--- src/rtl/blink_rate_pkg.sv ---
// rtl/blink_rate_pkg.sv - shared blink half-period constants, rate codes and window bounds
//
// Ports: none (package).
//   NOM_*HZ      nominal clocks per half-period at 50 kHz, shared with the blinker
//   CODE_*HZ     2-bit rate codes in {sw1,sw2} order
//   win_lo/hi    inclusive acceptance bounds nominal -/+ (nominal >> tol_shift)
package blink_rate_pkg;

    localparam int NOM_100HZ = 250;
    localparam int NOM_50HZ  = 500;
    localparam int NOM_10HZ  = 2500;
    localparam int NOM_1HZ   = 25000;

    typedef logic [1:0] rate_code_t;

    localparam rate_code_t CODE_100HZ = 2'b00;
    localparam rate_code_t CODE_50HZ  = 2'b01;
    localparam rate_code_t CODE_10HZ  = 2'b10;
    localparam rate_code_t CODE_1HZ   = 2'b11;

    function automatic int win_lo(input int nominal, input int tol_shift);
        return nominal - (nominal >> tol_shift);
    endfunction

    function automatic int win_hi(input int nominal, input int tol_shift);
        return nominal + (nominal >> tol_shift);
    endfunction

endpackage

--- src/rtl/led_edge_sync.sv ---
// rtl/led_edge_sync.sv - two-flop synchronizer with delay flop and any-polarity edge pulse
//
// Ports:
//   clk       system clock
//   rst_n     synchronous reset, active-low
//   led       asynchronous blink input
//   level     synchronized level (second sync flop)
//   edge_det  one-cycle pulse on either polarity of the synchronized level
module led_edge_sync (
    input  logic clk,
    input  logic rst_n,
    input  logic led,
    output logic level,
    output logic edge_det
);

    logic sync1;
    logic sync2;
    logic dly;

    always_ff @(posedge clk) begin
        if (!rst_n) begin
            sync1 <= 1'b0;
            sync2 <= 1'b0;
            dly   <= 1'b0;
        end else begin
            sync1 <= led;
            sync2 <= sync1;
            dly   <= sync2;
        end
    end

    assign level    = sync2;
    assign edge_det = sync2 ^ dly;

endmodule

--- src/rtl/blink_rate_decoder.sv ---
// rtl/blink_rate_decoder.sv - measures LED edge spacing and decodes the blinker rate code
//
// Ports:
//   i_clk     system clock (50 kHz nominal)
//   i_rst_n   synchronous reset, active-low
//   i_led     asynchronous blink input
//   o_code    decoded rate: 00=100Hz, 01=50Hz, 10=10Hz, 11=1Hz
//   o_valid   o_code confirmed by MATCH_N consecutive matching half-periods
//   o_lost    no edge seen for TIMEOUT clocks
//   o_level   synchronized level of i_led
module blink_rate_decoder
    import blink_rate_pkg::*;
#(
    parameter int C_CNT_100HZ = NOM_100HZ,
    parameter int C_CNT_50HZ  = NOM_50HZ,
    parameter int C_CNT_10HZ  = NOM_10HZ,
    parameter int C_CNT_1HZ   = NOM_1HZ,
    parameter int TOL_SHIFT   = 3,
    parameter int MATCH_N     = 4,
    parameter int TIMEOUT     = 2 * C_CNT_1HZ
) (
    input  logic       i_clk,
    input  logic       i_rst_n,
    input  logic       i_led,
    output logic [1:0] o_code,
    output logic       o_valid,
    output logic       o_lost,
    output logic       o_level
);

    localparam int CW = $clog2(TIMEOUT + 1);
    localparam int SW = $clog2(MATCH_N + 1);

    localparam logic [CW-1:0] CNT_MAX  = CW'(TIMEOUT);
    localparam logic [CW-1:0] CNT_LAST = CW'(TIMEOUT - 1);
    localparam logic [SW-1:0] STREAK_FULL = SW'(MATCH_N);

    // Index order matches the code value, so bin k reports code k.
    localparam int WIN_LO [4] = '{win_lo(C_CNT_100HZ, TOL_SHIFT), win_lo(C_CNT_50HZ, TOL_SHIFT),
                                  win_lo(C_CNT_10HZ, TOL_SHIFT),  win_lo(C_CNT_1HZ, TOL_SHIFT)};
    localparam int WIN_HI [4] = '{win_hi(C_CNT_100HZ, TOL_SHIFT), win_hi(C_CNT_50HZ, TOL_SHIFT),
                                  win_hi(C_CNT_10HZ, TOL_SHIFT),  win_hi(C_CNT_1HZ, TOL_SHIFT)};

    logic            edge_det;
    logic [CW-1:0]   cnt;
    logic [SW-1:0]   streak;
    logic            armed;
    rate_code_t      prev_bin;

    int              spacing;
    logic            in_bin;
    rate_code_t      bin;
    logic [SW-1:0]   streak_nxt;

    led_edge_sync u_sync (
        .clk      (i_clk),
        .rst_n    (i_rst_n),
        .led      (i_led),
        .level    (o_level),
        .edge_det (edge_det)
    );

    // Spacing is counter+1: the counter was zeroed on the previous edge cycle,
    // so an input toggling every N clocks measures exactly N.
    always_comb begin
        spacing = int'(cnt) + 1;
        in_bin  = 1'b0;
        bin     = CODE_100HZ;
        for (int k = 0; k < 4; k++) begin
            if (spacing >= WIN_LO[k] && spacing <= WIN_HI[k]) begin
                in_bin = 1'b1;
                bin    = rate_code_t'(k);
            end
        end
    end

    always_comb begin
        streak_nxt = SW'(1);
        if (bin == prev_bin) begin
            streak_nxt = (streak == STREAK_FULL) ? STREAK_FULL : streak + SW'(1);
        end
    end

    always_ff @(posedge i_clk) begin
        if (!i_rst_n) begin
            cnt      <= '0;
            streak   <= '0;
            armed    <= 1'b0;
            prev_bin <= CODE_100HZ;
            o_code   <= CODE_100HZ;
            o_valid  <= 1'b0;
            o_lost   <= 1'b0;
        end else if (edge_det) begin
            // An edge always wins over a coincident timeout.
            cnt    <= '0;
            o_lost <= 1'b0;
            if (!armed) begin
                // First edge after reset or loss has no valid reference spacing.
                armed  <= 1'b1;
                streak <= '0;
            end else if (in_bin) begin
                prev_bin <= bin;
                streak   <= streak_nxt;
                if (streak_nxt == STREAK_FULL) begin
                    o_valid <= 1'b1;
                    o_code  <= bin;
                end else begin
                    o_valid <= 1'b0;
                end
            end else begin
                streak  <= '0;
                o_valid <= 1'b0;
            end
        end else if (cnt != CNT_MAX) begin
            cnt <= cnt + CW'(1);
            if (cnt == CNT_LAST) begin
                o_lost  <= 1'b1;
                o_valid <= 1'b0;
                armed   <= 1'b0;
                streak  <= '0;
            end
        end
    end

endmodule

--- config.mk ---
export PLATFORM = sky130hd
export DESIGN_NAME = blink_rate_decoder
export DESIGN_NICKNAME = d
export VERILOG_FILES = /design/src/rtl/blink_rate_pkg.sv /design/src/rtl/led_edge_sync.sv /design/src/rtl/blink_rate_decoder.sv
export SDC_FILE = /design/constraint.sdc
export NUM_CORES = 1
export LEC_CHECK = 0
export ABC_AREA = 1
export CAP_MARGIN = 20
export CORE_MARGIN = 1.5
export CORE_UTILIZATION = 55
export DETAILED_ROUTE_END_ITERATION = 16
export DONT_BUFFER_PORTS = 1
export PLACE_DENSITY = 0.75
export SETUP_SLACK_MARGIN = 0.5
export SLEW_MARGIN = 20
export SYNTH_ARGS = -nofsm -noshare
export SYNTH_HDL_FRONTEND = slang
export SYNTH_SLANG_ARGS = --single-unit
--- constraint.sdc ---
create_clock -name i_clk -period 2.7 [get_ports i_clk]
set_clock_uncertainty 0.2 [all_clocks]
set_input_delay 0.54 -clock i_clk [delete_from_list [all_inputs] [get_ports i_clk]]
set_output_delay 0.54 -clock i_clk [all_outputs]
set_load 0.05 [all_outputs]
Word level (Yosys, flattened, before mapping)

Cells that the tools add are included.

$add $sub $neg: 3
Multiply operators: 0
Divide/modulo/power cells: 0
Magnitude comparators: 8
Equality and inequality tests: 6
Shift-type cells: 0
Mux-type cells: 21
Bitwise gates (word level): 2
Reductions and logical operators: 12

Operators by type and width:

| operator                                                             | count |
|---|---|
| two-way mux 3 bit                                                    | 7 |
| adder 16 x 1 -> 17 bit (second input constant)                       | 1 |
| greater-or-equal comparator 17 x 12 -> 1 bit (second input constant) | 1 |
| greater-or-equal comparator 17 x 15 -> 1 bit (second input constant) | 1 |
| greater-or-equal comparator 17 x 8 -> 1 bit (second input constant)  | 1 |
| greater-or-equal comparator 17 x 9 -> 1 bit (second input constant)  | 1 |
| less-or-equal comparator 17 x 10 -> 1 bit (second input constant)    | 1 |
| less-or-equal comparator 17 x 12 -> 1 bit (second input constant)    | 1 |
| less-or-equal comparator 17 x 15 -> 1 bit (second input constant)    | 1 |
| less-or-equal comparator 17 x 9 -> 1 bit (second input constant)     | 1 |
| adder 16 x 1 -> 16 bit (second input constant)                       | 1 |
| == test 16 bit (second input constant)                               | 1 |
| inequality test 16 bit (second input constant)                       | 1 |
| two-way mux 1 bit                                                    | 12 |
| == test 3 bit (second input constant)                                | 2 |
| AND reduction 3 bit                                                  | 2 |
| logical AND 1 bit                                                    | 4 |
| two-way mux 2 bit                                                    | 2 |
| AND reduction 2 bit                                                  | 2 |
| AND reduction 4 bit                                                  | 1 |
| nonzero test 2 bit                                                   | 2 |
| adder 3 x 1 -> 3 bit (second input constant)                         | 1 |
| == test 2 bit                                                        | 1 |
| inequality test 2 x 1 -> 1 bit (second input constant)               | 1 |
| other kinds (3)                                                      | 3 |

Flip-flop bits (word level): 29
Latch bits: 0
Bits in writable memories: 0
Memory bits (read-only): 0
Logic and storage cells: 62
Memories: 0

Logic depth before layout (Yosys ltp)

Depth after elaboration: 13
Mapped depth: 22
Depth with buffers taken out: 22

Cells and area by module

From an unflattened synthesis, not the netlist that was laid out.

Cell total of the unflattened synthesis: 454
Area, all modules: 2571.2 um2

Modules (own cells, without submodules):

| module             | times used | cells each | area each (um2) | seq. area each (um2) |
|---|---|---|---|---|
| blink_rate_decoder | 1          | 440        | 2469.9          | 520.5 |
| led_edge_sync      | 1          | 14         | 101.3           | 60.1 |

Least setup slack after synthesis

Ideal clock, no wire load.

Kind: register to register
Start: register cnt[0]
End: register o_code[0]
Arrival time: 2.335 ns
Data required time: 2.436 ns
Path slack: 0.101 ns
Stages on the path, launching flop included: 22
Clock period less this slack: 2.599 ns
Path through: dfxtp_1 -> ha_1 -> nand3_2 -> inv_2 -> nand2_4 -> nor2_4 -> nand2_2 -> nand2_4 -> nand2_4 -> nor2_4 -> nand2_2 -> nor2_2 -> nand2_1 -> nand2_1 -> nand2_2 -> nand3_1 -> nand2_4 -> nor2_8 -> nand3_4 -> nand2_1 -> inv_1 -> nor2_1

Word-level cells in the longest chain between the ends: 10

Ends and longest elaborated chain:

| element                                                                                                         | RTL line                  | RTL |
|---|---|---|
| start, declared                                                                                                 | blink_rate_decoder.sv:45  | `logic [CW-1:0] cnt;` |
| start signal, assigned                                                                                          | blink_rate_decoder.sv:115 | `cnt <= cnt + CW'(1);` |
| adder 16 x 1 -> 17 bit *                                                                                        | blink_rate_decoder.sv:66  | `spacing = int'(cnt) + 1;` |
| greater-or-equal comparator 17 x 9 -> 1 bit / less-or-equal comparator 17 x 10 -> 1 bit (equally long branches) | blink_rate_decoder.sv:70  | `if (spacing >= WIN_LO[k] && spacing <= WIN_HI[k]) begin` |
| logical AND 1 bit                                                                                               | blink_rate_decoder.sv:70  |  |
| two-way mux 1 bit                                                                                               | blink_rate_decoder.sv:70  |  |
| two-way mux 2 bit (2 in series)                                                                                 | blink_rate_decoder.sv:70  |  |
| == test 2 bit                                                                                                   | blink_rate_decoder.sv:79  | `if (bin == prev_bin) begin` |
| two-way mux 3 bit                                                                                               | blink_rate_decoder.sv:79  |  |
| == test 3 bit                                                                                                   | blink_rate_decoder.sv:104 | `if (streak_nxt == STREAK_FULL) begin` |
| AND reduction 4 bit (no source line)                                                                            | -                         |  |
| end signal, assigned                                                                                            | blink_rate_decoder.sv:106 | `o_code <= bin;` |
| end, declared                                                                                                   | blink_rate_decoder.sv:25  | `output logic [1:0] o_code,` |

Every way passes the cells marked *; elsewhere a longest branch is shown, timed or not.
A chain may end at the register's enable or synchronous reset.

Worst setup path in the final report

Start: register cnt[1]
End: register o_code[0]

The elaborated chain is that of the path after synthesis.

==> flow_summary_export.csv <==
group,metric,value,unit
global_route,antenna_found_initial,0,
timing,final_max_slew_viol_count,0,
routing,drc,0,
clocking,htreeDepth,2,
timing,period_needed,2.66,ns
yosys,synthCells,420,
yosys,synthAdderAreaFrac,0.0347,
layout,drive_above_1_share,0.323,
yosys,synth_seq_cells,29,
clocking,numCtsBuffers,5,
flow_run,cap_violations,0,
clocking,cts.reportedPaths.clkPinSlew,0.07,ns
hold_path,holdPathEnd,"u_sync.sync1$_SDFF_PN0_",
global_route,grt_use_met2,0.540,
layout,area_delta_synth_final,25.7,%
yosys,synth_seq_area_share,0.230,
floorplan,io_pins,8,
timing,fmax,0.375,GHz
place,dpl.hpwl,5300,um
routing,wl_per_cell,14.5,um
layout,layout_common_cells,"nand2_1, nor2_1, inv_1",
global_route,track_usage,0.311,
floorplan,die_w,70.7,um
setup_path,worstReg2RegStart,"cnt[1]$_SDFFE_PP0P_",
routing,via_per_inst,5.60,
routing,wl,7340,um
global_route,grt_util_met3,0.0584,
routing,ant_nets,0,
floorplan,die_y,70.7,um
power_and_ir_drop,ir_drop,0.291,mV
hold_path,hold_start,"i_rst_n",
setup_path,r2r_slack,0.04,ns
timing,tns,0,ns
layout,antenna_cells,0,
yosys,yosys.area_share.simple,0.592,
global_route,grt_overflow,0,
setup_path,critical_path_class,"reg -> reg",
place,place_area,2740,sq um
yosys,muxShareOfSynthArea,0,
yosys,synth-compound-area-share,0.0540,
timing,relSlewSlack,0.628,
timing,min_period_over_period,0.987,
clocking,clock_path_buffers,2,
place,place_congestion,0.992,
routing,drt_iter0_markers,214,
setup_path,regToRegEndpoint,"o_code[0]$_SDFFE_PN0P_",
clocking,cts_sinks,29,
floorplan,dieArea,5000,sq um
global_route,grt_max_degree,16,
yosys,syn_area,2520,sq um
floorplan,coreArea,4380,sq um
hold_path,hold_depth,2,
layout,nets,464,
power_and_ir_drop,p_per_area,300,nW/um^2
yosys,synthDistinctLibCells,28,
global_route,grt_pass1_wl,12500,um
setup_path,cp.required,2.71,ns
setup_path,crit_arrival,2.68,ns
timing,holdWs,0.158,ns
layout,multi_input_area,1970,sq um
place,io_buffer_count,0,
layout,regArea,604,sq um
hold_path,hold_path_class,"in -> reg",
setup_path,path_max_fanout,6,
floorplan,rows,24,
global_route,grt_pass1_vias,2785,
timing,finalHoldViolCount,0,
timing,setup_viol,0,
yosys,avgSynthCellArea,6.01,sq um
timing,rsz0062_at_grt,"yes",
global_route,grt_most_used_layer,"met2",
global_route,grt.met1_usage,0.372,
setup_path,worstSetupStartpointType,"flip-flop",
layout,final_cell_area,3170,sq um
yosys,synth.net_count,430,
power_and_ir_drop,p_leak,1.47,nW
clocking,postCtsHoldBufs,0,
clocking,cts_tree,"done",
layout,nFillCells,368,
routing,vias,2840,
layout,layout_commonest_cell,"nand2_1",
yosys,synthXorXnorAreaFrac,0.00694,
setup_path,crit_start,"cnt[1]$_SDFFE_PP0P_",
status,status,"finished, final reports clean",
clocking,insertion_delay,0.28,ns
setup_path,critPathCaptureType,"flip-flop",
clocking,cts_root_buffer,"clkbuf_8",
timing,tightest_slew,0.557,ns
yosys,synth_top_family_by_area,"simple AND/OR/NAND/NOR gates",
routing,first_pass_iters,5,
setup_path,worst-r2r-cell-count,22,
yosys,ys_warn_count,0,
floorplan,initial_core_util,0.576,
==> critical path, stage by stage, from the launching register on <==
cell and delay (ns):
dfxtp_4 0.40, ha_4 0.17, nand3_4 0.10, inv_4 0.10
buf_4 0.11, nand3_4 0.10, nand2_4 0.09, nand2_4 0.08
nor2_2 0.09, nand2_1 0.08, nor2_2 0.15, nand2_1 0.06
nand2_1 0.07, nand2_2 0.06, nand2_4 0.10, nand2_4 0.07
nand2_2 0.08, nand2_4 0.07, nor2_8 0.15, nand3_4 0.08
nand2_1 0.08, inv_1 0.04, nor2_1 0.07
==> synth_stat cells, drive strengths merged <==
cell,count,area share
nand4,20,0.050
nand3,42,0.090
buf,1,0.0020
o21ai,12,0.025
dfxtp,29,0.23
o211ai,1,0.0030
nand3b,1,0.0030
inv,52,0.077
nor2,77,0.16
ha,7,0.035
nor3,12,0.030
xnor2,1,0.0035
nand2,149,0.26
clkbuf,2,0.0030
xor2,1,0.0035
a21oi,13,0.026
==> metrics by stage <==
step           utilization  total power [W]  worst slack (ns)  std cells
2_1_floorplan            -         0.000503             0.334        420
3_3_place_gp         0.626         0.000523          -0.00365        480
3_5_place_dp         0.626         0.000522           -0.0220        480
4_1_cts              0.706         0.000949            0.0210        506
5_1_grt              0.723         0.000984            -0.207        507
6_report             0.723         0.000951            0.0355        507
==> state kept, by name (all words and copies together) (netlist names) <==
name          flops
u_sync.dly        1
o_lost            1
u_sync.sync1      1
cnt              16
o_code            2
streak            3
u_sync.level      1
o_valid           1
armed             1
prev_bin          2
==> worst max path at each step <==
stage               slack, ns  cells past startpoint                     end
global placement       -0.004                     15  o_code[1]$_SDFFE_PN0P_
CTS                      0.02                     21  o_code[0]$_SDFFE_PN0P_
floorplan                0.33                     19  o_code[0]$_SDFFE_PN0P_
finish                   0.04                     22  o_code[0]$_SDFFE_PN0P_
detailed placement      -0.02                     19  o_code[0]$_SDFFE_PN0P_
global route            -0.21                     22  o_code[0]$_SDFFE_PN0P_
==> routing by layer <==
metal / wire [um] / share of wire
met5: 0 / 0
met4: 287 / 0.039
met2: 3560 / 0.48
met3: 476 / 0.065
met1: 3010 / 0.41
==> cell type report <==
cell class | instances | area share
clock buffer | 7 | 0.0304
clock inverter | 1 | 0.00158
inverter | 52 | 0.0623
multi-input combinational | 337 | 0.621
sequential | 29 | 0.191
tap | 52 | 0.0205
timing repair buffer | 29 | 0.0738
==> kinds of logic after synthesis <==
family                     after synthesis
and+or+nand+nor                        301
buffers and inverters                   55
DFF                                     29
AOI/OAI and AO/OA                       26
adders and majority gates                7
xor gates and xnor gates                 2
==> report_power, final <==
part | total [W] | switching (W) | internal, W
registers | 0.000442 | 0.00000876 | 0.000433
clock network | 0.000406 | 0.000176 | 0.000230
logic | 0.000104 | 0.0000616 | 0.0000422
==> what timing repair did <==
action	in CTS	in global routing
buffers inserted	17	1
resized for setup	40	25
pin swaps	36	20
setup endpoints to repair	8	8
gates cloned	1	0
No activity file was read; power rests on OpenSTA's default activity.
